File: config.mk
export PLATFORM = sky130hd
export DESIGN_NAME = lod_norm_arbiter
export DESIGN_NICKNAME = d
export VERILOG_FILES = /design/src/rtl/lod_norm_arbiter.sv
export SDC_FILE = /design/constraint.sdc
export NUM_CORES = 1
export LEC_CHECK = 0
export ABC_AREA = 1
export CAP_MARGIN = 20
export CORE_UTILIZATION = 30
export DETAILED_ROUTE_END_ITERATION = 16
export GPL_ROUTABILITY_DRIVEN = 0
export PLACE_DENSITY_LB_ADDON = 0.05
export SYNTH_ARGS = -nofsm -noshare
export SYNTH_HDL_FRONTEND = slang
export SYNTH_SLANG_ARGS = --single-unit
File: constraint.sdc
create_clock -name clock -period 2.4 [get_ports clock]
set_input_delay 0.36 -clock clock [delete_from_list [all_inputs] [get_ports clock]]
set_output_delay 0.36 -clock clock [all_outputs]
set_load 0.02 [all_outputs]
File: src/rtl/lod_norm_arbiter.sv
// Shared leading-one normalizer for the trig datapath.
// A round-robin arbiter picks one of N requesters; stage 1 captures the value
// and finds its leading-one position, stage 2 left-shifts it to the MSB and
// reports the shift amount together with the originating requester ID.
module lod_norm_arbiter #(
    parameter int W  = 10,
    parameter int N  = 2,
    parameter int SW = 4,
    parameter int IW = 1
) (
    input  logic            clock,
    input  logic            reset,
    input  logic [N-1:0]    req_valid,
    output logic [N-1:0]    req_ready,
    input  logic [N*W-1:0]  req_data,
    output logic            out_valid,
    input  logic            out_ready,
    output logic [W-1:0]    out_data,
    output logic [SW-1:0]   out_shift,
    output logic            out_zero,
    output logic [IW-1:0]   out_id
);

    // Position of the leading one, counted from 1; 0 means the value is zero.
    function automatic logic [SW-1:0] leadPos(input logic [W-1:0] v);
        logic [SW-1:0] pos;
        pos = '0;
        for (int k = 0; k < W; k++) begin
            if (v[k]) pos = SW'(k + 1);
        end
        return pos;
    endfunction

    logic [IW-1:0] rrPtr;

    logic          vldP1;
    logic [W-1:0]  dataP1;
    logic [IW-1:0] idP1;
    logic [SW-1:0] posP1;

    logic          vldP2;
    logic [W-1:0]  dataP2;
    logic [SW-1:0] shiftP2;
    logic          zeroP2;
    logic [IW-1:0] idP2;

    logic          adv1;
    logic          adv2;
    logic          grantHit;
    logic [IW-1:0] grantId;
    logic [W-1:0]  selData;
    logic [SW-1:0] shiftP1;

    assign adv2    = !vldP2 || out_ready;
    assign adv1    = !vldP1 || adv2;
    assign shiftP1 = SW'(W) - posP1;

    // Round-robin grant: first valid requester scanning upward from rrPtr.
    always_comb begin
        grantHit  = 1'b0;
        grantId   = '0;
        selData   = '0;
        req_ready = '0;
        if (adv1 && reset) begin
            for (int off = 0; off < N; off++) begin
                for (int i = 0; i < N; i++) begin
                    if (!grantHit && (i == (int'(rrPtr) + off) % N) && req_valid[i]) begin
                        grantHit     = 1'b1;
                        grantId      = IW'(i);
                        selData      = req_data[i*W +: W];
                        req_ready[i] = 1'b1;
                    end
                end
            end
        end
    end

    // Advance the round-robin pointer past the requester just served.
    always_ff @(posedge clock or negedge reset) begin
        if (!reset) begin
            rrPtr <= '0;
        end else if (grantHit) begin
            rrPtr <= (int'(grantId) == N - 1) ? '0 : grantId + 1'b1;
        end
    end

    // Stage 1: capture the granted value and its leading-one position.
    always_ff @(posedge clock or negedge reset) begin
        if (!reset) begin
            vldP1  <= 1'b0;
            dataP1 <= '0;
            idP1   <= '0;
            posP1  <= '0;
        end else if (adv1) begin
            vldP1 <= grantHit;
            if (grantHit) begin
                dataP1 <= selData;
                idP1   <= grantId;
                posP1  <= leadPos(selData);
            end
        end
    end

    // Stage 2: shift the leading one up to the MSB; a zero value shifts out to 0.
    always_ff @(posedge clock or negedge reset) begin
        if (!reset) begin
            vldP2   <= 1'b0;
            dataP2  <= '0;
            shiftP2 <= '0;
            zeroP2  <= 1'b0;
            idP2    <= '0;
        end else if (adv2) begin
            vldP2 <= vldP1;
            if (vldP1) begin
                dataP2  <= dataP1 << shiftP1;
                shiftP2 <= shiftP1;
                zeroP2  <= (posP1 == '0);
                idP2    <= idP1;
            end
        end
    end

    assign out_valid = vldP2;
    assign out_data  = dataP2;
    assign out_shift = shiftP2;
    assign out_zero  = zeroP2;
    assign out_id    = idP2;

endmodule

==> out/metrics.sh <==
AREA_DELTA_SYNTH_FINAL_PCT=35.5
DRIVE_GT1_FRAC=0.0934
FINAL.SETUP.TNS_NS=0
GRT.OVERFLOW.TOTAL=0
DR.FIRST_ITER.DRC_COUNT=90
SETUP-VIOLATIONS-FINAL=0
CORE_AREA_SQ_UM=5680
MUXSHAREOFSYNTHAREA=0.00551
HTREE_NUM_LEVELS=2
DIE_H_MICRONS=79.8
YS_ASYNC_SR_FRACTION=1.00
TOTAL_LEAKAGE_POWER_nW=1.21
FP.DIEAREA_SQ_UM=6370
POWER_DENSITY_OF_THE_PLACED_CELLS_nW_PER_UM2=965
CTS-BUFFERS-INSERTED=5
FINALWORSTSETUPSLACK_NS=0.178
POST_SYNTH_INSTANCE_AREA_SQ_UM=1820
SYNTH-MAIN-FF-CELL='dfrtp_1'
ENDPOINT_OF_THE_LOWEST_SLACK_REGISTER_TO_REGISTER_PATH='out_data[6]'
GRT_FIRST_PASS_WIRELENGTH_MM=7.54
SYN-MEAN-INSTANCE-AREA_SQ_UM=7.67
TIMING.FINAL.CRIT_PERIOD_NS=2.22
FF2FF_PATH_DEPTH=6
CELLS_TAKING_THE_MOST_AREA_AFTER_SYNTHESIS='dfrtp_1 47%, nand2_1 13%, o21ai_0 11%'
WORST_EP_REQUIRED_TIME_NS=2.04
WORSTSETUPENDPOINTTYPE='primary output'
FLOORPLAN.DIE.WIDTH_MICRONS=79.8
SYNTH-SEQ-CELLS=34
HOLD_CLASS='flop to flop'
PATH_CLASS='input pin to primary output'
TIMING.HOLD.WORST_ENDPOINT='out_shift[0]'
VDD_DROP_MAX_mV=0.388
TRITONCTS='built'
CLKLATENCYLATEPIN_NS=0.28
POST_SYNTH_AND_OR_NAND_NOR_AREA_FRACTION=0.205
SYN-INSTANCE-COUNT=237
TIMING.CLOCK.SKEW_NS=0.00646
DETAIL_ROUTE.DRC_VIOLATIONS=0
MIN_PERIOD_OVER_PERIOD=0.926
CAP_VIOLATIONS=0
FMAX_MHz=450
GR-USAGE-ALL-LAYERS=0.159
SUM_OF_ROUTED_WIRE_LENGTH_OVER_ALL_LAYERS_MM=4.41
REG2REG_FROM='posP1[0]'
HOLD_DEPTH=2
GRT_START_MAX_NET_PINS=35
IO-PIN-COUNT=44
WORSTPATHARRIVAL_NS=1.86
CTS-ROOT-TO-SINK-BUFFERS=2
DR.PASS1.ITERS=4
PRE_CTS_SLACK_NS=0.108
SYNTH_AREA_LEADER_CELL='dfrtp_1'
HOLD_VIOL=0
YOSYSTOPAREACELLSHARE=0.468
ANTENNA_FOUND_INITIAL=0
RELSLEWSLACK=0.710
STATUS='complete, no violations'
GRT_SETUP_UNREPAIRED='false'
SYNTH_WARNINGS=0
CTS_ROOT_BUF='clkbuf_8'
SYNTH-ADDER-AREA-SHARE=0.0138
MAPPEDNETLISTNETS=264
SYNTH-COMPOUND-AREA-SHARE=0.188
MIN_FROM='out_shift[0]'
SYNTH_EDF_COUNT=0
CLOCK_PIN_SLEW_REPORTED_FOR_THE_WORST_SETUP_AND_HOLD_PATHS_AFTER_CLOCK_TREE_SYNTHESIS_NS=0.07
NUM_VIAS=1656
FINALMAXSLEWVIOLATIONS=0
TIMING.CRITICAL_PATH.FROM_TYPE='input pin'
MAX_SLEW.WORST_PIN.SLEW_NS=0.435
PLACEMENT_ROWS=27
DOMINANT_COMBINATIONAL_CELL_FAMILY_BY_AREA_AFTER_SYNTHESIS='simple AND/OR/NAND/NOR gates'
DETAILED_PLACE_HPWL_MM=3.45
NUMPORTBUFFERS=43
FINAL_NETS=315
FINAL_ANTENNA_NET_COUNT=0
WORST-R2R-SETUP-SLACK_NS=0.57
ROUTED_WIRE_LENGTH_PER_INSTANCE_MICRONS=12.2
SYNTH_CELL_TYPE_COUNT=29
SYNTHXORXNORAREAFRAC=0.0138
ANTENNA_CELLS_INSERTED=0
YS_SEQ_AREA_FRAC=0.468
CRITPATHMAXFANOUT=7
GRT_PASS1_VIAS=1599
EFFECTIVE_UTILIZATION_AT_FLOORPLAN=0.320
POST_DRT_VIA_CELL_RATIO=4.59
CLOCK-SINKS=34
-- final cells by class --
class	instances	area, sq um
well taps	72	90.1
repair buffers	50	485
clock buffers	6	82.6
flip-flops and latches	34	851
clock inverters	2	12.5
inverters	44	165
multi-input cells	153	774
fillers	585	3210
-- layer usage --
metal,up-vias,global-route usage,part of all wire,wire (microns)
li1,866,-,-,-
met1,743,0.214,0.50,2200
met2,41,0.251,0.44,1960
met3,6,0.0400,0.046,203
met4,0,0.0482,0.011,50
met5,-,0,0,0
-- how the worst max path moves through the flow --
stage	start	endpoint	cells past startpoint
after floorplan	posP1[0]	out_data[8]	7
after global routing	out_ready	req_ready[1]	6
after CTS	out_ready	req_ready[0]	8
final	out_ready	req_ready[1]	6
after detailed placement	out_ready	req_ready[0]	8
after global placement	out_ready	req_ready[0]	8
-- through the flow --
stage	utilization	cells	power, W	instance area [sq um]	hold WS [ns]
floorplan	-	237	0.00149	1820	0.0644
global placement	0.416	353	0.00195	2360	0.466
detailed placement	0.416	353	0.00195	2360	0.473
CTS	0.433	361	0.00240	2460	0.491
global route	0.434	361	0.00258	2460	0.515
finish	0.434	361	0.00237	2460	0.484
-- Yosys cell counts (3+ instances only) --
library cell,count
nand2_1,65
o21ai_0,39
o22ai_1,4
nor2_1,10
dfrtp_1,34
buf_2,3
nand2_2,3
nand3_1,4
inv_1,38
inv_2,4
a32o_1,4
clkbuf_1,3
a21oi_1,6
-- timing repair --
| action | in CTS | in global routing |
|---|---|---|
| setup endpoints to repair | 0 | 1 |
| hold endpoints to repair | 0 | 0 |
| hold buffers | 0 | 0 |
| resized for setup | 0 | 1 |
| buffers inserted | 0 | 0 |
-- registers in the layout, summed over array words and instances, names as in the netlist --
signal,flops
dataP1,10
idP1,1
out_data,10
out_id,1
out_shift,4
out_valid,1
out_zero,1
posP1,4
rrPtr,1
vldP1,1
-- critical path, stage by stage --
cell,delay [ns]
clkdlybuf4s50_1,0.45
inv_1,0.05
nand3_2,0.08
nand2_2,0.08
nor2_4,0.19
clkdlybuf4s50_1,0.64
-- kinds of logic (layout without fill, tap and decap cells) --
kind of cell / Yosys count / after routing
compound gates: 60 / 60
xor+xnor: 2 / 2
fa+ha+maj: 2 / 2
buf+inv: 50 / 102
flops: 34 / 34
mux: 1 / 1
simple gates: 88 / 88
-- cell usage in the layout (no fill, tap or decap), types with 2 or more instances in the layout --
master and n:
nand4_1 2, o22ai_1 4, clkdlybuf4s50_1 42, nor2_1 10
clkbuf_8 6, dfrtp_1 34, inv_2 4, nand3_1 4
a21oi_1 6, a32o_1 4, o21ai_0 39, ha_1 2
nand2_2 3, clkinv_1 2, o21ai_1 2, inv_1 38
buf_4 7, nand2_1 65
-- power breakdown --
group	leakage, nW	internal (W)	switching (W)
logic	0.739	0.000470	0.000642
clock network	0.0472	0.000231	0.000215
registers	0.423	0.000734	0.0000833
Note: power is estimated with default switching activity, not from simulation.
